[src/rtl/uart_tx_queue.sv]
// uart_tx_queue: byte FIFO plus issue FSM feeding an async UART transmitter's
// start/data/busy handshake. Define UART_TX_QUEUE_OVF_CNT_EN to build the
// saturating dropped-push counter on ovf_cnt_o (tied to 0 otherwise).
module uart_tx_queue #(
    parameter int DEPTH      = 16,
    parameter int DATA_WIDTH = 8,
    localparam int LVL_W     = $clog2(DEPTH) + 1
) (
    input  logic                  clk_i,
    input  logic                  rst_ni,
    input  logic                  push_valid_i,
    input  logic [DATA_WIDTH-1:0] push_data_i,
    output logic                  push_ready_o,
    input  logic                  flush_i,
    output logic                  txd_start_o,
    output logic [DATA_WIDTH-1:0] txd_data_o,
    input  logic                  txd_busy_i,
    output logic [LVL_W-1:0]      level_o,
    output logic                  empty_o,
    output logic                  full_o,
    output logic                  idle_o,
    output logic [15:0]           ovf_cnt_o
);
    localparam int AW = $clog2(DEPTH);

    typedef enum logic [1:0] {IDLE, START, WAIT_BUSY, WAIT_DONE} state_e;

    logic [DATA_WIDTH-1:0] mem_q [DEPTH];
    logic [LVL_W-1:0]      wr_ptr_q, wr_ptr_d, rd_ptr_q, rd_ptr_d;
    state_e                state_q, state_d;
    logic                  start_q, start_d;
    logic [DATA_WIDTH-1:0] data_q, data_d;
    logic [1:0]            wb_cnt_q, wb_cnt_d;
    logic                  push, issue;

    assign empty_o      = wr_ptr_q == rd_ptr_q;
    assign full_o       = (wr_ptr_q ^ rd_ptr_q) == {1'b1, {AW{1'b0}}};
    assign level_o      = wr_ptr_q - rd_ptr_q;
    assign push_ready_o = ~full_o;
    assign idle_o       = empty_o & (state_q == IDLE);
    assign txd_start_o  = start_q;
    assign txd_data_o   = data_q;
    assign push         = push_valid_i & push_ready_o & ~flush_i;

    // Issue FSM: pop one byte when the line is free, pulse start, then track busy
    always_comb begin
        state_d  = state_q;
        start_d  = 1'b0;
        data_d   = data_q;
        wb_cnt_d = wb_cnt_q;
        issue    = 1'b0;
        case (state_q)
            IDLE: begin
                if (!empty_o && !txd_busy_i && !flush_i) begin
                    issue   = 1'b1;
                    start_d = 1'b1;
                    data_d  = mem_q[rd_ptr_q[AW-1:0]];
                    state_d = START;
                end
            end
            START: begin
                wb_cnt_d = 2'd0;
                state_d  = WAIT_BUSY;
            end
            WAIT_BUSY: begin
                if (txd_busy_i) state_d = WAIT_DONE;
                else if (wb_cnt_q == 2'd3) state_d = IDLE;
                else wb_cnt_d = wb_cnt_q + 2'd1;
            end
            WAIT_DONE: begin
                if (!txd_busy_i) state_d = IDLE;
            end
            default: state_d = IDLE;
        endcase
    end

    // Pointer update; flush drops everything queued and overrides push and pop
    always_comb begin
        wr_ptr_d = wr_ptr_q + LVL_W'(push);
        rd_ptr_d = flush_i ? wr_ptr_q : rd_ptr_q + LVL_W'(issue);
    end

    // Control state registers
    always_ff @(posedge clk_i or negedge rst_ni) begin
        if (!rst_ni) begin
            wr_ptr_q <= '0;
            rd_ptr_q <= '0;
            state_q  <= IDLE;
            start_q  <= 1'b0;
            data_q   <= '0;
            wb_cnt_q <= 2'd0;
        end else begin
            wr_ptr_q <= wr_ptr_d;
            rd_ptr_q <= rd_ptr_d;
            state_q  <= state_d;
            start_q  <= start_d;
            data_q   <= data_d;
            wb_cnt_q <= wb_cnt_d;
        end
    end

    // Byte storage; contents are only meaningful between the pointers, so no reset
    always_ff @(posedge clk_i) begin
        if (push) mem_q[wr_ptr_q[AW-1:0]] <= push_data_i;
    end

`ifdef UART_TX_QUEUE_OVF_CNT_EN
    logic [15:0] ovf_cnt_q, ovf_cnt_d;

    // Count pushes dropped because the queue is full, saturating at all ones
    always_comb begin
        ovf_cnt_d = (push_valid_i && full_o && !flush_i && ovf_cnt_q != 16'hFFFF) ? ovf_cnt_q + 16'd1 : ovf_cnt_q;
    end

    // Overflow counter register
    always_ff @(posedge clk_i or negedge rst_ni) begin
        if (!rst_ni) ovf_cnt_q <= 16'd0;
        else ovf_cnt_q <= ovf_cnt_d;
    end

    assign ovf_cnt_o = ovf_cnt_q;
`else
    assign ovf_cnt_o = 16'd0;
`endif
endmodule
[config.mk]
export PLATFORM = sky130hd
export DESIGN_NAME = uart_tx_queue
export DESIGN_NICKNAME = d
export VERILOG_FILES = /design/src/rtl/uart_tx_queue.sv
export SDC_FILE = /design/constraint.sdc
export NUM_CORES = 1
export LEC_CHECK = 0
export BUFFER_PORTS_ARGS = -buffer_cell sky130_fd_sc_hd__buf_4
export CAP_MARGIN = 15
export CORE_ASPECT_RATIO = 0.8
export CORE_UTILIZATION = 55
export CTS_CLUSTER_DIAMETER = 100
export DETAILED_ROUTE_END_ITERATION = 10
export GPL_TIMING_DRIVEN = 0
export PLACE_DENSITY_LB_ADDON = 0.15
export SYNTH_ARGS = -nofsm -noshare
export SYNTH_HDL_FRONTEND = slang
export SYNTH_SLANG_ARGS = --single-unit
[constraint.sdc]
create_clock -name clk_i -period 8.1 [get_ports clk_i]
set_clock_uncertainty 0.2 [all_clocks]
set_input_delay 0.81 -clock clk_i [delete_from_list [all_inputs] [get_ports clk_i]]
set_output_delay 0.81 -clock clk_i [all_outputs]
set_load 0.01 [all_outputs]
== Yosys cells after proc, flatten, opt, wreduce, memory -nomap -nowiden ==
Memory sizes are Yosys's and may differ from the RTL's. A register that Yosys moved wholly into a read port is not among the register bits.
Index checks and enable logic that the tools add are counted.
Cells by class
  add/subtract/negate cells: 4
  bitwise operators: 6
  equality and inequality tests: 11
  reductions and logical operators: 11
  muxes and demuxes: 13
Operators with widths (number)
  2-to-1 mux 2 bit: 6
  adder 5 x 1 -> 5 bit: 2
  one-hot mux 2 bit (4 select lines): 1
  == test 2 bit, second input constant: 3
  != test 2 bit, second input constant: 3
  AND reduction 3 bit: 2
  == test 5 bit: 1
  == test 5 bit, second input constant: 1
  2-to-1 mux 5 bit: 1
  subtractor 5 bit: 1
  XOR 5 bit: 1
  zero test 1 bit: 4
  2-to-1 mux 1 bit: 4
  one-hot mux 2 bit (2 select lines): 1
  AND 1 bit: 3
  != test 3 bit, second input constant: 1
  adder 2 x 1 -> 2 bit, second input constant: 1
  == test 2 x 1 -> 1 bit, second input constant: 1
  logical AND 1 bit: 2
  zero test 2 bit: 1
  != test 2 x 1 -> 1 bit, second input constant: 1
  NOT 1 bit: 2
  AND reduction 2 bit: 1
  nonzero test 2 bit: 1
Word-level totals
  memories: 1
  bits of input ports: 13
  logic and storage cells: 51
  bits in registers: 15
  bits in writable memories: 128
Memories
  mem_q: words 16, width 8, rd ports 1, clocked after Yosys merged registers in 1, wr ports 1, line 28  | logic [DATA_WIDTH-1:0] mem_q [DEPTH];

== Longest topological paths before layout ==
Gate-level depths: netlist of run 1.
  depth in word-level cells: 8
  depth in mapped cells: 13
  gate-level depth less buffers: 10

== Worst setup path before layout of run 1 ==
OpenSTA, ideal clock, no wires.
  path type: register to register
  start: register rd_ptr_q[1]
  end: memory mem_q[2][0], enable pin
  data arrival time: 2330 ps
  data required time: 7517 ps
  buffers on the path: 2
  path slack: 5187 ps
  stages on the path, launching flop included: 9
  path through: dfrtp_1 > buf_2 > buf_2 > inv_2 > ha_1 > and4_1 > a21oi_2 > nand3_1 > nor3_1
Between the ends
  longest elaborated chain between the ends: 7
RTL lines
  start, declared: line 29  | logic [LVL_W-1:0] wr_ptr_q, wr_ptr_d, rd_ptr_q, rd_ptr_d;
  start signal, assigned: line 94  | rd_ptr_q <= rd_ptr_d;
  XOR 5 bit: line 37  | assign full_o = (wr_ptr_q ^ rd_ptr_q) == {1'b1, {AW{1'b0}}};
  == test 5 bit: line 37
  NOT 1 bit: line 39  | assign push_ready_o = ~full_o;
  AND 1 bit (2 in series): line 43  | assign push = push_valid_i & push_ready_o & ~flush_i;
  2-to-1 mux 1 bit: line 104  | if (push) mem_q[wr_ptr_q[AW-1:0]] <= push_data_i;
  2-to-1 mux 1 bit (not written as such): line 104
  end, declared: line 28
Every way passes these cells.

== Worst setup path after layout of run 1 ==
  start: register rd_ptr_q[2]
  end: register rd_ptr_q[4]
Between the ends
  longest elaborated chain between the ends: 8
RTL lines
  == test 5 bit: line 36  | assign empty_o = wr_ptr_q == rd_ptr_q;
  zero test 1 bit: line 54  | if (!empty_o && !txd_busy_i && !flush_i) begin
  logical AND 1 bit (2 in series): line 54
  2-to-1 mux 1 bit: line 54
  2-to-1 mux 1 bit: line 52  | case (state_q)
  via issue: line 34  | logic push, issue;
  adder 5 x 1 -> 5 bit: line 80  | rd_ptr_d = flush_i ? wr_ptr_q : rd_ptr_q + LVL_W'(issue);
  2-to-1 mux 5 bit: line 80
  via rd_ptr_d[4]: line 29
The timed path passes the listed nets, and every way through them passes these cells.
A chain may end at the register's enable or synchronous reset.

==> impl_results.html, run 1 <==
<table>
<tr><th>Metric</th><th>Value</th></tr>
<tr><th colspan="2">Logic synthesis</th></tr>
<tr><td>Yosys cell types</td><td>33</td></tr>
<tr><td>Number of synthesized register bits</td><td>151</td></tr>
<tr><td>Synth top area share</td><td>61.21%</td></tr>
<tr><td>Post-synth top flop</td><td>sky130_fd_sc_hd__edfxtp_1</td></tr>
<tr><td>Netlist area before placement</td><td>0.006280 mm²</td></tr>
<tr><td>Average instance area after synthesis</td><td>17.11 µm²</td></tr>
<tr><td>Proportion of synthesized chip area in sequential cells</td><td>70.37%</td></tr>
<tr><td>Gate count after technology mapping</td><td>367</td></tr>
<tr><td>Synth warn</td><td>0</td></tr>
<tr><td>Post-synth EDFFs</td><td>128</td></tr>
<tr><td>Yosys top cell by area</td><td>sky130_fd_sc_hd__edfxtp_1</td></tr>
<tr><td>Area contributors post-synth</td><td>sky130_fd_sc_hd__edfxtp_1 61%, sky130_fd_sc_hd__mux4_2 11%, sky130_fd_sc_hd__dfrtp_1 9.2%, sky130_fd_sc_hd__nand2_1 2.5%, sky130_fd_sc_hd__buf_4 1.9%</td></tr>
<tr><td>Cell with the most instances after synthesis</td><td>sky130_fd_sc_hd__edfxtp_1</td></tr>
<tr><td>Share of flip-flops with an asynchronous set or reset after synthesis</td><td>15.23%</td></tr>
<tr><td>Most frequent cells after synthesis</td><td>128 x sky130_fd_sc_hd__edfxtp_1, 41 x sky130_fd_sc_hd__nand2_1, 32 x sky130_fd_sc_hd__mux4_2</td></tr>
<tr><th colspan="2">Worst setup path</th></tr>
<tr><td>Signal arrival time at the worst endpoint</td><td>3.94 ns</td></tr>
<tr><td>Highest fanout seen on the critical path</td><td>10</td></tr>
<tr><td>Cell at the slowest stage of the critical path</td><td>sky130_fd_sc_hd__ha_1</td></tr>
<tr><td>Launching element of the worst setup path</td><td>rd_ptr_q[2]</td></tr>
<tr><td>Reg-to-Reg Start</td><td>rd_ptr_q[2]</td></tr>
<tr><td>Max incr delay on CP</td><td>0.42 ns</td></tr>
<tr><td>Worst Setup Path Type</td><td>flip-flop to flip-flop</td></tr>
<tr><td>Critical path startpoint category</td><td>flip-flop</td></tr>
<tr><td>Crit path cell chain</td><td>buf_2, buf_2, inv_2, ha_1, nand4_1, o21ai_4, buf_2, inv_2, ha_1, ha_1, nand3_1, xor2_1, o21ai_1</td></tr>
<tr><td>Family with the most delay on the worst path</td><td>buffers and inverters</td></tr>
<tr><td>Data required time of the critical path</td><td>8.18 ns</td></tr>
<tr><td>Endpoint type of the worst setup path</td><td>flip-flop</td></tr>
<tr><td>Buffers plus inverters on the worst setup path</td><td>5</td></tr>
<tr><th colspan="2">Clock tree</th></tr>
<tr><td>CTS clock-pin slew for the worst setup and hold paths</td><td>0.06 ns</td></tr>
<tr><td># clock sinks</td><td>151</td></tr>
<tr><td>Inserted Clock Buffers</td><td>17</td></tr>
<tr><td>H-Tree Depth</td><td>4</td></tr>
<tr><td>Buffers inserted by post-CTS timing repair</td><td>0</td></tr>
<tr><td>Buffer cell driving the clock tree root</td><td>sky130_fd_sc_hd__clkbuf_16</td></tr>
<tr><td>Hold buffers post-CTS</td><td>0</td></tr>
<tr><td>Maximum root-to-sink buffer count</td><td>2</td></tr>
<tr><td>TritonCTS clock tree</td><td>built</td></tr>
<tr><td>Source-to-sink clock delay at the later pin of the worst-skew pair</td><td>0.42 ns</td></tr>
<tr><td>Gates resized, CTS repair</td><td>0</td></tr>
<tr><th colspan="2">Final layout</th></tr>
<tr><td>Net count, final</td><td>455</td></tr>
<tr><td>Multi-input gate area in the final layout</td><td>0.001643 mm²</td></tr>
<tr><td>Number of diodes added for antenna fixing</td><td>0</td></tr>
<tr><td>Final cell count without fillers</td><td>589</td></tr>
<tr><td>Fill cell total of the finished layout</td><td>767</td></tr>
<tr><td>Proportion of layout cells with a drive suffix above 1</td><td>29.44%</td></tr>
<tr><td>Synthesis-to-finish area growth</td><td>16.52%</td></tr>
<tr><td>Register cell area after layout</td><td>0.004419 mm²</td></tr>
<tr><th colspan="2">Status</th></tr>
<tr><td>Result of the run</td><td>finished clean</td></tr>
<tr><th colspan="2">Power and ir drop</th></tr>
<tr><td>Maximum vdd drop</td><td>213.9 µV</td></tr>
<tr><td>Combinational Power Share</td><td>33.7%</td></tr>
<tr><td>Leakage power of the design</td><td>2.684 nW</td></tr>
<tr><td>Power per cell area</td><td>354.9 mW/mm²</td></tr>
<tr><td>Net switching power of the design</td><td>841.9 µW</td></tr>
<tr><td>Total internal power</td><td>1.755 mW</td></tr>
<tr><td>Switching Fraction</td><td>32.42%</td></tr>
<tr><td>Fraction of power consumed by the clock network</td><td>28.6%</td></tr>
<tr><td>Sequential cell fraction of total power</td><td>37.7%</td></tr>
<tr><td>Final Total Pwr</td><td>2.597 mW</td></tr>
<tr><th colspan="2">Route</th></tr>
<tr><td>Aggregate routed wire length</td><td>13230 µm</td></tr>
<tr><td>DR DRC count</td><td>0</td></tr>
<tr><td>Number of design-rule violations left by the first detailed-router iteration</td><td>303</td></tr>
<tr><td>Average via count per standard cell</td><td>5.817</td></tr>
<tr><td>Overall via count from detail_route</td><td>3426</td></tr>
<tr><td>Routed wire per std cell</td><td>22.46 µm</td></tr>
<tr><td>Antenna Nets Post-Route</td><td>0</td></tr>
<tr><td>Drt pass-1 iters</td><td>5</td></tr>
<tr><th colspan="2">Floorplan</th></tr>
<tr><td>Area of the core region</td><td>0.01098 mm²</td></tr>
<tr><td>I/O pin count</td><td>47</td></tr>
<tr><td>Number of core rows</td><td>34</td></tr>
<tr><td>Die Footprint</td><td>0.01185 mm²</td></tr>
<tr><td>Starting utilization of the core area</td><td>57.22%</td></tr>
<tr><td>Width of the die</td><td>121.5 µm</td></tr>
<tr><td>DIE HEIGHT</td><td>97.58 µm</td></tr>
<tr><th colspan="2">STA</th></tr>
<tr><td>Post-layout minimum cycle time</td><td>3.852 ns</td></tr>
<tr><td>Actual transition at the worst max-transition pin</td><td>0.9210 ns</td></tr>
<tr><td>Highest attainable clock frequency</td><td>259.6 MHz</td></tr>
<tr><td>Number of hold violations in the final report</td><td>0</td></tr>
<tr><td>Setup WS post-layout</td><td>4.248 ns</td></tr>
<tr><td>Slew Viols, Final</td><td>0</td></tr>
<tr><td>Final-layout setup total negative slack</td><td>0 ns</td></tr>
<tr><td>Max-slew headroom</td><td>38.37%</td></tr>
<tr><td>Final worst path period share</td><td>47.56%</td></tr>
<tr><td>Setup-failing EPs final</td><td>0</td></tr>
<tr><td>Unrepaired setup endpoints after global routing</td><td>no</td></tr>
<tr><th colspan="2">Global route</th></tr>
<tr><td>Number of global-route vias before repair</td><td>3321</td></tr>
<tr><td>Antenna violations before repair</td><td>0</td></tr>
<tr><td>Total routing usage reported by global routing</td><td>25.09%</td></tr>
<tr><td>Wire length of the first global-routing pass</td><td>20110 µm</td></tr>
<tr><td>Pin count of the biggest net entering global routing</td><td>24</td></tr>
<tr><td>Gr ovfl total</td><td>0</td></tr>
<tr><th colspan="2">Placement</th></tr>
<tr><td>Count of input and output buffers</td><td>29</td></tr>
<tr><td>Placed instance count</td><td>557</td></tr>
<tr><td>Pre-CTS setup slack</td><td>4.329 ns</td></tr>
<tr><td>Half-perimeter wire length after detailed placement</td><td>8439 µm</td></tr>
<tr><td>Final weighted congestion in routability-driven placement</td><td>0.8170</td></tr>
<tr><th colspan="2">Min path</th></tr>
<tr><td>Classification of the worst-slack hold path</td><td>primary input to async pin</td></tr>
<tr><th colspan="2">Flow run</th></tr>
<tr><td>Max-Cap Viols</td><td>0</td></tr>
</table>
final timing paths:
check	to	depth (start not counted)	slack, ns
worst min-delay path	wb_cnt_q[0]	1	0.08
worst max-delay path	rd_ptr_q[4]	13	4.25
min in group clk_i	txd_data_o[2]	1	0.31
worst min register to register	txd_data_o[2]	1	0.31
max in group asynchronous	txd_start_o	1	7.36
worst max register to register	rd_ptr_q[4]	13	4.25
stage by stage:
step	utilization (%)	instance area (µm²)	hold slack (ns)
2_1_floorplan	-	6336	0.3004
3_3_place_gp	61.35	6734	0.2932
3_5_place_dp	61.58	6759	0.3032
4_1_cts	66.67	7317	0.08464
5_1_grt	66.67	7317	0.08617
6_report	66.67	7317	0.08497
sequential cells by signal, indices dropped and copies added, names as in the netlist:
signal	count
mem_q	128
txd_data_o	8
rd_ptr_q	5
wr_ptr_q	5
state_q	2
wb_cnt_q	2
txd_start_o	1
worst register-to-register path, stage by stage (launching register included):
cell and delay (ns):
sky130_fd_sc_hd__dfrtp_1 0.32, sky130_fd_sc_hd__buf_2 0.30, sky130_fd_sc_hd__buf_2 0.39, sky130_fd_sc_hd__inv_2 0.19
sky130_fd_sc_hd__ha_1 0.42, sky130_fd_sc_hd__nand4_1 0.23, sky130_fd_sc_hd__o21ai_4 0.40, sky130_fd_sc_hd__buf_2 0.35
sky130_fd_sc_hd__inv_2 0.08, sky130_fd_sc_hd__ha_1 0.22, sky130_fd_sc_hd__ha_1 0.23, sky130_fd_sc_hd__nand3_1 0.14
sky130_fd_sc_hd__xor2_1 0.15, sky130_fd_sc_hd__o21ai_1 0.08
power by group through the flow:
stage	Sequential [mW]	Clock, mW	Combinational, mW
global placement	0.989	0	0.851
finish	0.979	0.744	0.874
CTS	0.979	0.748	0.878
global route	0.987	0.785	0.946
detailed placement	0.994	0	0.872
floorplan	0.987	0	0.584
cell families (layout without fill, tap and decap cells):
| logic type | after synthesis | after routing | synth area share, % |
|---|---|---|---|
| DFF | 151 | 151 | 70.37 |
| and+or+nand+nor | 86 | 86 | 5.997 |
| muxes | 34 | 34 | 11.83 |
| xor gates and xnor gates | 10 | 10 | 1.514 |
| adders and majority gates | 10 | 10 | 2.112 |
| buffers and inverters | 44 | 107 | 4.523 |
| other | 1 | 16 | 0.05972 |
| AOI/OAI and AO/OA | 31 | 31 | 3.586 |
per-layer routing:
| layer | global-route usage (%) | part of all wire, % |
|---|---|---|
| met1 | 35.42 | 42 |
| met2 | 36.58 | 47 |
| met3 | 8.216 | 8.6 |
| met4 | 9.307 | 2.2 |
| met5 | 0 | 0 |
cell usage in the layout (no fill, tap or decap), types with 2 or more instances in the layout:
| cell | count |
|---|---|
| sky130_fd_sc_hd__a21oi_1 | 4 |
| sky130_fd_sc_hd__nor3_1 | 2 |
| sky130_fd_sc_hd__buf_6 | 2 |
| sky130_fd_sc_hd__clkinvlp_4 | 3 |
| sky130_fd_sc_hd__conb_1 | 16 |
| sky130_fd_sc_hd__nor3_2 | 2 |
| sky130_fd_sc_hd__nand2_1 | 41 |
| sky130_fd_sc_hd__mux4_2 | 32 |
| sky130_fd_sc_hd__buf_12 | 2 |
| sky130_fd_sc_hd__xnor2_1 | 6 |
| sky130_fd_sc_hd__nand3_1 | 16 |
| sky130_fd_sc_hd__nand2b_1 | 3 |
| sky130_fd_sc_hd__dfrtp_1 | 23 |
| sky130_fd_sc_hd__clkbuf_1 | 6 |
| sky130_fd_sc_hd__ha_1 | 9 |
| sky130_fd_sc_hd__a21o_1 | 3 |
| sky130_fd_sc_hd__nor4_1 | 2 |
| sky130_fd_sc_hd__inv_2 | 4 |
| sky130_fd_sc_hd__mux2_1 | 2 |
| sky130_fd_sc_hd__inv_1 | 7 |
| sky130_fd_sc_hd__o21ai_1 | 4 |
| sky130_fd_sc_hd__xor2_1 | 3 |
| sky130_fd_sc_hd__clkinv_4 | 4 |
| sky130_fd_sc_hd__buf_2 | 9 |
| sky130_fd_sc_hd__edfxtp_1 | 128 |
| sky130_fd_sc_hd__a31oi_1 | 8 |
| sky130_fd_sc_hd__inv_6 | 2 |
| sky130_fd_sc_hd__nor2_1 | 17 |
| sky130_fd_sc_hd__clkbuf_16 | 17 |
| sky130_fd_sc_hd__buf_4 | 47 |
| sky130_fd_sc_hd__a22o_1 | 10 |
layout make-up:
cell class | count | area share, %
clock inverters | 13 | 1.710
flip-flops and latches | 151 | 60.40
inverters | 11 | 0.5643
plain buffers | 33 | 3.317
repair buffers | 31 | 3.181
well taps | 144 | 2.462
multi-input cells | 187 | 22.45
clock buffers | 19 | 5.917
No activity file was read; power rests on OpenSTA's default activity.
==> run 2: changes to the inputs <==
--- a/config.mk
+++ b/config.mk
@@ -8,7 +8,7 @@
 export BUFFER_PORTS_ARGS = -buffer_cell sky130_fd_sc_hd__buf_4
 export CAP_MARGIN = 15
 export CORE_ASPECT_RATIO = 0.8
-export CORE_UTILIZATION = 55
+export CORE_UTILIZATION = 54
 export CTS_CLUSTER_DIAMETER = 100
 export DETAILED_ROUTE_END_ITERATION = 10
 export GPL_TIMING_DRIVEN = 0
==> constraint.sdc (replaced) <==
create_clock -name clk_i -period 3.4 [get_ports clk_i]
set_clock_uncertainty 0.2 [all_clocks]
set_input_delay 0.34 -clock clk_i [delete_from_list [all_inputs] [get_ports clk_i]]
set_output_delay 0.34 -clock clk_i [all_outputs]
set_load 0.01 [all_outputs]
==> run 2 against run 1 <==
  * Utilization grew 0.30 points
  * Highest routed layer unchanged
  * Setup slack lost 4.2 ns
  * Sequential share of layout area shrank 0.97 points
  * Critical path type unchanged
  * Cell count grew 0.85%
==> impl_results.html, run 2 (same netlist as run 1, synthesis figures left out) <==
<table>
<tr><th>Metric</th><th>Value</th></tr>
<tr><th colspan="2">Status</th></tr>
<tr><td>Result of the run</td><td>finished clean</td></tr>
<tr><th colspan="2">Route</th></tr>
<tr><td>Number of design-rule violations left by the first detailed-router iteration</td><td>250 (-17%)</td></tr>
<tr><td>Met3 wire len</td><td>947 µm (-17%)</td></tr>
<tr><td>Antenna Nets Post-Route</td><td>0 (unchanged)</td></tr>
<tr><td>Met2 wire len</td><td>6115 µm (-0.91%)</td></tr>
<tr><td>Length of routed wiring on met1</td><td>5510 µm (-1.8%)</td></tr>
<tr><td>DR DRC count</td><td>0 (unchanged)</td></tr>
<tr><td>Top layer used by detailed routing</td><td>met4</td></tr>
<tr><td>Routed wire per std cell</td><td>21.54 µm (-4.1%)</td></tr>
<tr><td>Overall via count from detail_route</td><td>3384 (-1.2%)</td></tr>
<tr><td>Average via count per standard cell</td><td>5.697 (-2.1%)</td></tr>
<tr><td>Drt pass-1 iters</td><td>5 (unchanged)</td></tr>
<tr><td>Aggregate routed wire length</td><td>12800 µm (-3.3%)</td></tr>
<tr><th colspan="2">Final layout</th></tr>
<tr><td>Net count, final</td><td>460 (+1.1%)</td></tr>
<tr><td>Fill cell total of the finished layout</td><td>776 (+1.2%)</td></tr>
<tr><td>Flip-flop count of the largest register after layout</td><td>128 (unchanged)</td></tr>
<tr><td>Proportion of layout cells with a drive suffix above 1</td><td>32.00% (+2.6 points)</td></tr>
<tr><td>Synthesis-to-finish area growth</td><td>18.41%</td></tr>
<tr><td>Highest-count cells in the layout ignoring fill and taps</td><td>128 x sky130_fd_sc_hd__edfxtp_1, 52 x sky130_fd_sc_hd__buf_4, 41 x sky130_fd_sc_hd__nand2_1, 32 x sky130_fd_sc_hd__mux4_2, 23 x sky130_fd_sc_hd__dfrtp_1</td></tr>
<tr><td>Number of diodes added for antenna fixing</td><td>0 (unchanged)</td></tr>
<tr><td>Final core utilization</td><td>66.97% (+0.30 points)</td></tr>
<tr><td>Commonest non-fill, non-tap cell in the layout</td><td>sky130_fd_sc_hd__edfxtp_1</td></tr>
<tr><th colspan="2">Placement</th></tr>
<tr><td>Final weighted congestion in routability-driven placement</td><td>0.8315 (+1.8%)</td></tr>
<tr><td>Half-perimeter wire length after detailed placement</td><td>8429 µm (-0.11%)</td></tr>
<tr><td>Pre-CTS setup slack</td><td>-0.3102 ns (-4.639 ns)</td></tr>
<tr><td>Count of input and output buffers</td><td>29 (unchanged)</td></tr>
<tr><th colspan="2">Worst setup path</th></tr>
<tr><td>Critical path startpoint category</td><td>flip-flop</td></tr>
<tr><td>Highest fanout seen on the critical path</td><td>10 (unchanged)</td></tr>
<tr><td>Endpoint type of the worst setup path</td><td>flip-flop</td></tr>
<tr><td>Launching element of the worst setup path</td><td>rd_ptr_q[1]</td></tr>
<tr><td>Buffers plus inverters on the worst setup path</td><td>3 (-2)</td></tr>
<tr><td>Family with the most delay on the worst path</td><td>simple AND/OR/NAND/NOR gates</td></tr>
<tr><td>Signal arrival time at the worst endpoint</td><td>3.23 ns (-0.71 ns)</td></tr>
<tr><td>Crit path cell chain</td><td>clkbuf_4, buf_4, inv_2, ha_1, and4_1, a21oi_2, nand3_1, nor2_1</td></tr>
<tr><td>Data required time of the critical path</td><td>3.25 ns (-4.93 ns)</td></tr>
<tr><td>Worst Setup Path Type</td><td>flip-flop to flip-flop</td></tr>
<tr><td>Cell at the slowest stage of the critical path</td><td>sky130_fd_sc_hd__nor2_1</td></tr>
<tr><td>Reg-to-Reg Start</td><td>rd_ptr_q[1]</td></tr>
<tr><td>Max incr delay on CP</td><td>0.70 ns (+0.28 ns)</td></tr>
<tr><th colspan="2">STA</th></tr>
<tr><td>Setup WS post-layout</td><td>0.01566 ns (-4.232 ns)</td></tr>
<tr><td>Actual transition at the worst max-transition pin</td><td>0.8194 ns (-0.1017 ns)</td></tr>
<tr><td>Unrepaired setup endpoints after global routing</td><td>yes</td></tr>
<tr><td>Final worst path period share</td><td>99.54% (+52 points)</td></tr>
<tr><td>WHS</td><td>0.02553 ns (-0.05944 ns)</td></tr>
<tr><td>Number of hold violations in the final report</td><td>0 (unchanged)</td></tr>
<tr><td>Max-slew headroom</td><td>45.17% (+6.8 points)</td></tr>
<tr><td>Post-layout minimum cycle time</td><td>3.384 ns (-0.4680 ns)</td></tr>
<tr><td>Slew Viols, Final</td><td>0 (unchanged)</td></tr>
<tr><td>Highest attainable clock frequency</td><td>295.5 MHz (+14%)</td></tr>
<tr><td>Setup-failing EPs final</td><td>0 (unchanged)</td></tr>
<tr><td>Final-layout setup total negative slack</td><td>0 ns (unchanged)</td></tr>
<tr><th colspan="2">Clock tree</th></tr>
<tr><td>H-Tree Depth</td><td>4 (unchanged)</td></tr>
<tr><td>TritonCTS clock tree</td><td>built</td></tr>
<tr><td>Inserted Clock Buffers</td><td>17 (unchanged)</td></tr>
<tr><td>Buffer cell driving the clock tree root</td><td>sky130_fd_sc_hd__clkbuf_16</td></tr>
<tr><td>Source-to-sink clock delay at the later pin of the worst-skew pair</td><td>0.42 ns (about the same)</td></tr>
<tr><td>CTS clock-pin slew for the worst setup and hold paths</td><td>0.06 ns (about the same)</td></tr>
<tr><td># clock sinks</td><td>151 (unchanged)</td></tr>
<tr><td>Maximum root-to-sink buffer count</td><td>2 (unchanged)</td></tr>
<tr><th colspan="2">Global route</th></tr>
<tr><td>Wire length of the first global-routing pass</td><td>19260 µm (-4.3%)</td></tr>
<tr><td>Gr ovfl total</td><td>0 (unchanged)</td></tr>
<tr><td>Antenna violations before repair</td><td>0 (unchanged)</td></tr>
<tr><td>Total routing usage reported by global routing</td><td>23.34% (-1.8 points)</td></tr>
<tr><td>Pin count of the biggest net entering global routing</td><td>24 (unchanged)</td></tr>
<tr><td>Number of global-route vias before repair</td><td>3288 (-0.99%)</td></tr>
<tr><th colspan="2">Floorplan</th></tr>
<tr><td>Area of the core region</td><td>0.01110 mm² (+1.2%)</td></tr>
<tr><td>Die Footprint</td><td>0.01207 mm² (+1.8%)</td></tr>
<tr><td>Width of the die</td><td>122.6 µm (+0.91%)</td></tr>
<tr><td>Number of core rows</td><td>34 (unchanged)</td></tr>
<tr><td>I/O pin count</td><td>47 (unchanged)</td></tr>
<tr><td>Starting utilization of the core area</td><td>56.56% (-0.66 points)</td></tr>
<tr><td>DIE HEIGHT</td><td>98.46 µm (+0.90%)</td></tr>
<tr><th colspan="2">Power and ir drop</th></tr>
<tr><td>Power per cell area</td><td>845.7 mW/mm² (+140%)</td></tr>
<tr><td>Maximum vdd drop</td><td>642.7 µV (+200%)</td></tr>
<tr><td>Leakage power of the design</td><td>2.733 nW (+1.8%)</td></tr>
<tr><th colspan="2">Min path</th></tr>
<tr><td>Classification of the worst-slack hold path</td><td>primary input to flip-flop</td></tr>
<tr><td>Startpoint of the worst hold path</td><td>push_data_i[4]</td></tr>
<tr><th colspan="2">Flow run</th></tr>
<tr><td>Max-Cap Viols</td><td>0 (unchanged)</td></tr>
</table>
-- run 2: layer usage --
metal | global-route usage [%] | up-vias
met4 | 9.756 | 0
met1 | 33.43 | 1702
met5 | 0 | -
met2 | 34.49 | 146
li1 | - | 1517
met3 | 5.903 | 19
-- run 2: what timing repair did --
item / 4_1_cts / 5_1_grt
pin swaps: 1 / 0
endpoints found under the hold margin: 24 / 0
setup endpoints to repair: 128 / 99
gates resized for setup: 15 / 4
setup buffers: 1 / 0
cloned: 0 / 0
hold buffers: 2 / 0
-- run 2: per-stage QoR --
| step | power (mW) | cells | cell area, µm² |
|---|---|---|---|
| floorplan | 3.742 | 382 | 6336 |
| global placement | 4.375 | 555 | 6734 |
| detailed placement | 4.412 | 559 | 6764 |
| CTS | 6.310 | 594 | 7426 |
| global route | 6.589 | 594 | 7436 |
| finish | 6.288 | 594 | 7436 |
-- run 2: worst reg2reg max path: cells and delay by family (launching register included) --
family,cells,cell delay (ns)
AOI/OAI and AO/OA,1,0.26
adders and majority gates,1,0.34
DFF,1,0.40
buffers and inverters,3,0.63
and+or+nand+nor,3,1.18
-- run 2: where the power goes --
part / total (mW) / switching (mW) / leakage, nW / internal (mW)
combinational: 2.08 / 1.11 / 1.01 / 0.971
sequential: 2.33 / 0.116 / 1.44 / 2.21
clock: 1.88 / 0.725 / 0.284 / 1.15
total: 6.29 / 1.95 / 2.73 / 4.33
-- run 2: area by class of cell --
cell class | count | area, µm² | area share, %
timing repair buffer | 36 | 275.3 | 3.702
inverter | 11 | 41.29 | 0.5553
clock inverter | 12 | 150.1 | 2.019
clock buffer | 20 | 436.7 | 5.872
multi-input combinational | 187 | 1678 | 22.56
tap | 144 | 180.2 | 2.423
sequential | 151 | 4419 | 59.43
buffer | 33 | 255.2 | 3.433
-- run 2: worst paths after layout --
path                       cells after the start  slack, ns            end
max                                            8       0.02    mem_q[6][3]
min                                            1       0.03    mem_q[1][4]
max reg2reg                                    8       0.02    mem_q[6][3]
min reg2reg                                    1       0.32  txd_data_o[7]
max in group asynchronous                      2       2.58  txd_data_o[6]
min in group asynchronous                      2       0.16     state_q[1]
==> run 3: changes to the inputs <==
--- a/config.mk
+++ b/config.mk
@@ -13,6 +13,7 @@
 export DETAILED_ROUTE_END_ITERATION = 10
 export GPL_TIMING_DRIVEN = 0
 export PLACE_DENSITY_LB_ADDON = 0.15
+export REMOVE_ABC_BUFFERS = 1
 export SYNTH_ARGS = -nofsm -noshare
 export SYNTH_HDL_FRONTEND = slang
 export SYNTH_SLANG_ARGS = --single-unit
==> run 3 against run 2 <==
  * Sequential share of layout area increased by 1.0 points
  * Register-to-register slack gained 0.14 ns
  * Clock power up 4%
  * Maximum frequency grew 4.4%
  * Largest cell class unchanged
  * Highest routed layer unchanged
==> impl_results.html, run 3 (same netlist as run 1, synthesis figures left out) <==
<table>
<tr><th>Metric</th><th>Value</th></tr>
<tr><th colspan="2">Power and ir drop</th></tr>
<tr><td>Fraction of power consumed by the clock network</td><td>31.1% (+1.2 points)</td></tr>
<tr><td>Maximum vdd drop</td><td>490.0 µV (-24%)</td></tr>
<tr><td>Power per cell area</td><td>856.6 mW/mm² (+1.3%)</td></tr>
<tr><td>Net switching power of the design</td><td>1.930 mW (-1.2%)</td></tr>
<tr><td>Switching Fraction</td><td>30.78% (-0.29 points)</td></tr>
<tr><td>Combinational Power Share</td><td>28.8% (-4.3 points)</td></tr>
<tr><td>Sequential cell fraction of total power</td><td>40.1% (+3.1 points)</td></tr>
<tr><td>Total internal power</td><td>4.340 mW (+0.12%)</td></tr>
<tr><td>Final Total Pwr</td><td>6.270 mW (-0.30%)</td></tr>
<tr><td>Leakage power of the design</td><td>2.625 nW (-4.0%)</td></tr>
<tr><th colspan="2">Clock tree</th></tr>
<tr><td>Inserted Clock Buffers</td><td>17 (unchanged)</td></tr>
<tr><td>H-Tree Depth</td><td>4 (unchanged)</td></tr>
<tr><td># clock sinks</td><td>151 (unchanged)</td></tr>
<tr><td>Buffer cell driving the clock tree root</td><td>sky130_fd_sc_hd__clkbuf_16</td></tr>
<tr><td>Maximum root-to-sink buffer count</td><td>2 (unchanged)</td></tr>
<tr><td>Source-to-sink clock delay at the later pin of the worst-skew pair</td><td>0.42 ns (about the same)</td></tr>
<tr><td>CTS clock-pin slew for the worst setup and hold paths</td><td>0.06 ns (about the same)</td></tr>
<tr><td>TritonCTS clock tree</td><td>built</td></tr>
<tr><th colspan="2">Global route</th></tr>
<tr><td>Antenna violations before repair</td><td>0 (unchanged)</td></tr>
<tr><td>Number of global-route vias before repair</td><td>3192 (-2.9%)</td></tr>
<tr><td>Total routing usage reported by global routing</td><td>22.47% (-0.87 points)</td></tr>
<tr><td>Gr ovfl total</td><td>0 (unchanged)</td></tr>
<tr><td>Wire length of the first global-routing pass</td><td>18690 µm (-3.0%)</td></tr>
<tr><td>Pin count of the biggest net entering global routing</td><td>24 (unchanged)</td></tr>
<tr><th colspan="2">Floorplan</th></tr>
<tr><td>Number of core rows</td><td>34 (unchanged)</td></tr>
<tr><td>Area of the core region</td><td>0.01110 mm² (unchanged)</td></tr>
<tr><td>Starting utilization of the core area</td><td>56.56% (unchanged)</td></tr>
<tr><td>I/O pin count</td><td>47 (unchanged)</td></tr>
<tr><td>Die Footprint</td><td>0.01207 mm² (unchanged)</td></tr>
<tr><td>Width of the die</td><td>122.6 µm (unchanged)</td></tr>
<tr><td>DIE HEIGHT</td><td>98.46 µm (unchanged)</td></tr>
<tr><th colspan="2">Status</th></tr>
<tr><td>Result of the run</td><td>finished clean</td></tr>
<tr><th colspan="2">Worst setup path</th></tr>
<tr><td>Highest fanout seen on the critical path</td><td>10 (unchanged)</td></tr>
<tr><td>Signal arrival time at the worst endpoint</td><td>3.17 ns (-0.06 ns)</td></tr>
<tr><td>Family with the most delay on the worst path</td><td>simple AND/OR/NAND/NOR gates</td></tr>
<tr><td>Cell at the slowest stage of the critical path</td><td>sky130_fd_sc_hd__dfrtp_1</td></tr>
<tr><td>Max incr delay on CP</td><td>0.64 ns (-0.06 ns)</td></tr>
<tr><td>Buffers plus inverters on the worst setup path</td><td>2 (-1)</td></tr>
<tr><td>R2r worst-path depth</td><td>7 (-1)</td></tr>
<tr><td>Critical path startpoint category</td><td>flip-flop</td></tr>
<tr><td>Crit path cell chain</td><td>inv_2, ha_1, and4_1, a21oi_2, nand3_1, nor3_1, buf_4</td></tr>
<tr><td>Worst Setup Path Type</td><td>flip-flop to flip-flop</td></tr>
<tr><td>Data required time of the critical path</td><td>3.33 ns (+0.08 ns)</td></tr>
<tr><td>Number of logic stages on the critical path including buffering</td><td>7 (-1)</td></tr>
<tr><td>Endpoint type of the worst setup path</td><td>flip-flop</td></tr>
<tr><th colspan="2">Placement</th></tr>
<tr><td>Placed instance count</td><td>529 (-5.4%)</td></tr>
<tr><td>Final weighted congestion in routability-driven placement</td><td>0.7859 (-5.5%)</td></tr>
<tr><td>Count of input and output buffers</td><td>30 (+3.4%)</td></tr>
<tr><td>Pre-CTS setup slack</td><td>-0.1492 ns (+0.1610 ns)</td></tr>
<tr><td>Half-perimeter wire length after detailed placement</td><td>7614 µm (-9.7%)</td></tr>
<tr><th colspan="2">Flow run</th></tr>
<tr><td>Max-Cap Viols</td><td>0 (unchanged)</td></tr>
<tr><th colspan="2">Route</th></tr>
<tr><td>Overall via count from detail_route</td><td>3277 (-3.2%)</td></tr>
<tr><td>DR DRC count</td><td>0 (unchanged)</td></tr>
<tr><td>Antenna Nets Post-Route</td><td>0 (unchanged)</td></tr>
<tr><td>Number of design-rule violations left by the first detailed-router iteration</td><td>209 (-16%)</td></tr>
<tr><td>Average via count per standard cell</td><td>5.780 (+1.4%)</td></tr>
<tr><td>Aggregate routed wire length</td><td>12160 µm (-5.0%)</td></tr>
<tr><td>Routed wire per std cell</td><td>21.44 µm (-0.45%)</td></tr>
<tr><td>Drt pass-1 iters</td><td>4 (-1)</td></tr>
<tr><th colspan="2">Final layout</th></tr>
<tr><td>Fill cell total of the finished layout</td><td>760 (-2.1%)</td></tr>
<tr><td>Multi-input gate area in the final layout</td><td>0.001682 mm² (+0.22%)</td></tr>
<tr><td>Net count, final</td><td>433 (-5.9%)</td></tr>
<tr><td>Synthesis-to-finish area growth</td><td>16.56%</td></tr>
<tr><td>Commonest non-fill, non-tap cell in the layout</td><td>sky130_fd_sc_hd__edfxtp_1</td></tr>
<tr><td>Flip-flop count of the largest register after layout</td><td>128 (unchanged)</td></tr>
<tr><td>Number of diodes added for antenna fixing</td><td>0 (unchanged)</td></tr>
<tr><td>Final cell count without fillers</td><td>567 (-4.5%)</td></tr>
<tr><td>Register cell area after layout</td><td>0.004423 mm² (about the same)</td></tr>
<tr><td>Highest-count cells in the layout ignoring fill and taps</td><td>128 x sky130_fd_sc_hd__edfxtp_1, 41 x sky130_fd_sc_hd__nand2_1, 36 x sky130_fd_sc_hd__buf_4, 32 x sky130_fd_sc_hd__mux4_2, 20 x sky130_fd_sc_hd__dfrtp_1</td></tr>
<tr><td>Proportion of layout cells with a drive suffix above 1</td><td>29.79% (-2.2 points)</td></tr>
<tr><th colspan="2">STA</th></tr>
<tr><td>Final worst path period share</td><td>95.37% (-4.2 points)</td></tr>
<tr><td>Final-layout setup total negative slack</td><td>0 ns (unchanged)</td></tr>
<tr><td>Max-slew headroom</td><td>44.94% (-0.23 points)</td></tr>
<tr><td>Highest attainable clock frequency</td><td>308.4 MHz (+4.4%)</td></tr>
<tr><td>Setup-failing EPs final</td><td>0 (unchanged)</td></tr>
<tr><td>Number of hold violations in the final report</td><td>0 (unchanged)</td></tr>
<tr><td>Unrepaired setup endpoints after global routing</td><td>no</td></tr>
<tr><td>Actual transition at the worst max-transition pin</td><td>0.8228 ns (+0.003455 ns)</td></tr>
<tr><td>Slew Viols, Final</td><td>0 (unchanged)</td></tr>
<tr><td>Post-layout minimum cycle time</td><td>3.242 ns (-0.1419 ns)</td></tr>
<tr><td>Setup WS post-layout</td><td>0.1575 ns (+0.1419 ns)</td></tr>
<tr><th colspan="2">Min path</th></tr>
<tr><td>Instance count along the most critical hold path</td><td>1 (unchanged)</td></tr>
<tr><td>Classification of the worst-slack hold path</td><td>primary input to flip-flop</td></tr>
</table>
==> run 3: area by class of cell <==
class	instances	share of cell area, %
clock buffer	20	6.239
clock inverter	12	2.205
inverter	11	0.5641
multi-input combinational	187	22.97
sequential	151	60.43
tap	144	2.462
timing repair buffer	42	5.128
==> run 3: power groups by stage <==
| stage | registers [mW] | logic [mW] | clock network, mW |
|---|---|---|---|
| after floorplan | 2.55 | 1.05 | 0 |
| after CTS | 2.52 | 1.82 | 1.98 |
| after detailed placement | 2.55 | 1.79 | 0 |
| after global placement | 2.67 | 1.55 | 0 |
| after global routing | 2.55 | 1.99 | 2.04 |
| final | 2.51 | 1.80 | 1.95 |
==> run 3: final timing paths <==
check	from	to	slack [ns]
max	rd_ptr_q[3]	mem_q[2][4]	0.16
min	push_data_i[7]	mem_q[12][7]	0.02
max reg2reg	rd_ptr_q[3]	mem_q[2][4]	0.16
min reg2reg	txd_data_o[3]	txd_data_o[3]	0.32
max in group asynchronous	rst_ni	rd_ptr_q[1]	2.55
min in group asynchronous	rst_ni	txd_data_o[7]	0.17
==> run 3: stage by stage <==
stage	hold slack [ns]	area, µm²	util [%]
after floorplan	-0.1556	6093	-
after global placement	0.06214	6499	58.53
after detailed placement	0.06754	6603	59.47
after CTS	0.02046	7286	65.62
after global routing	0.03018	7320	65.92
final	0.02331	7320	65.92
==> run 3: what timing repair did <==
action	4_1_cts	5_1_grt
endpoints found under the setup margin	109	38
pin swaps	0	1
hold buffers	3	0
resized for setup	12	4
hold endpoints to repair	27	0
setup buffers	0	3
==> run 3: layer usage <==
| layer | vias up | part of all wire [%] | GRT usage [%] |
|---|---|---|---|
| li1 | 1468 | - | - |
| met1 | 1651 | 43 | 31.44 |
| met2 | 137 | 48 | 35.00 |
| met3 | 21 | 7.4 | 5.266 |
| met4 | 0 | 1.9 | 7.786 |
| met5 | - | 0 | 0 |
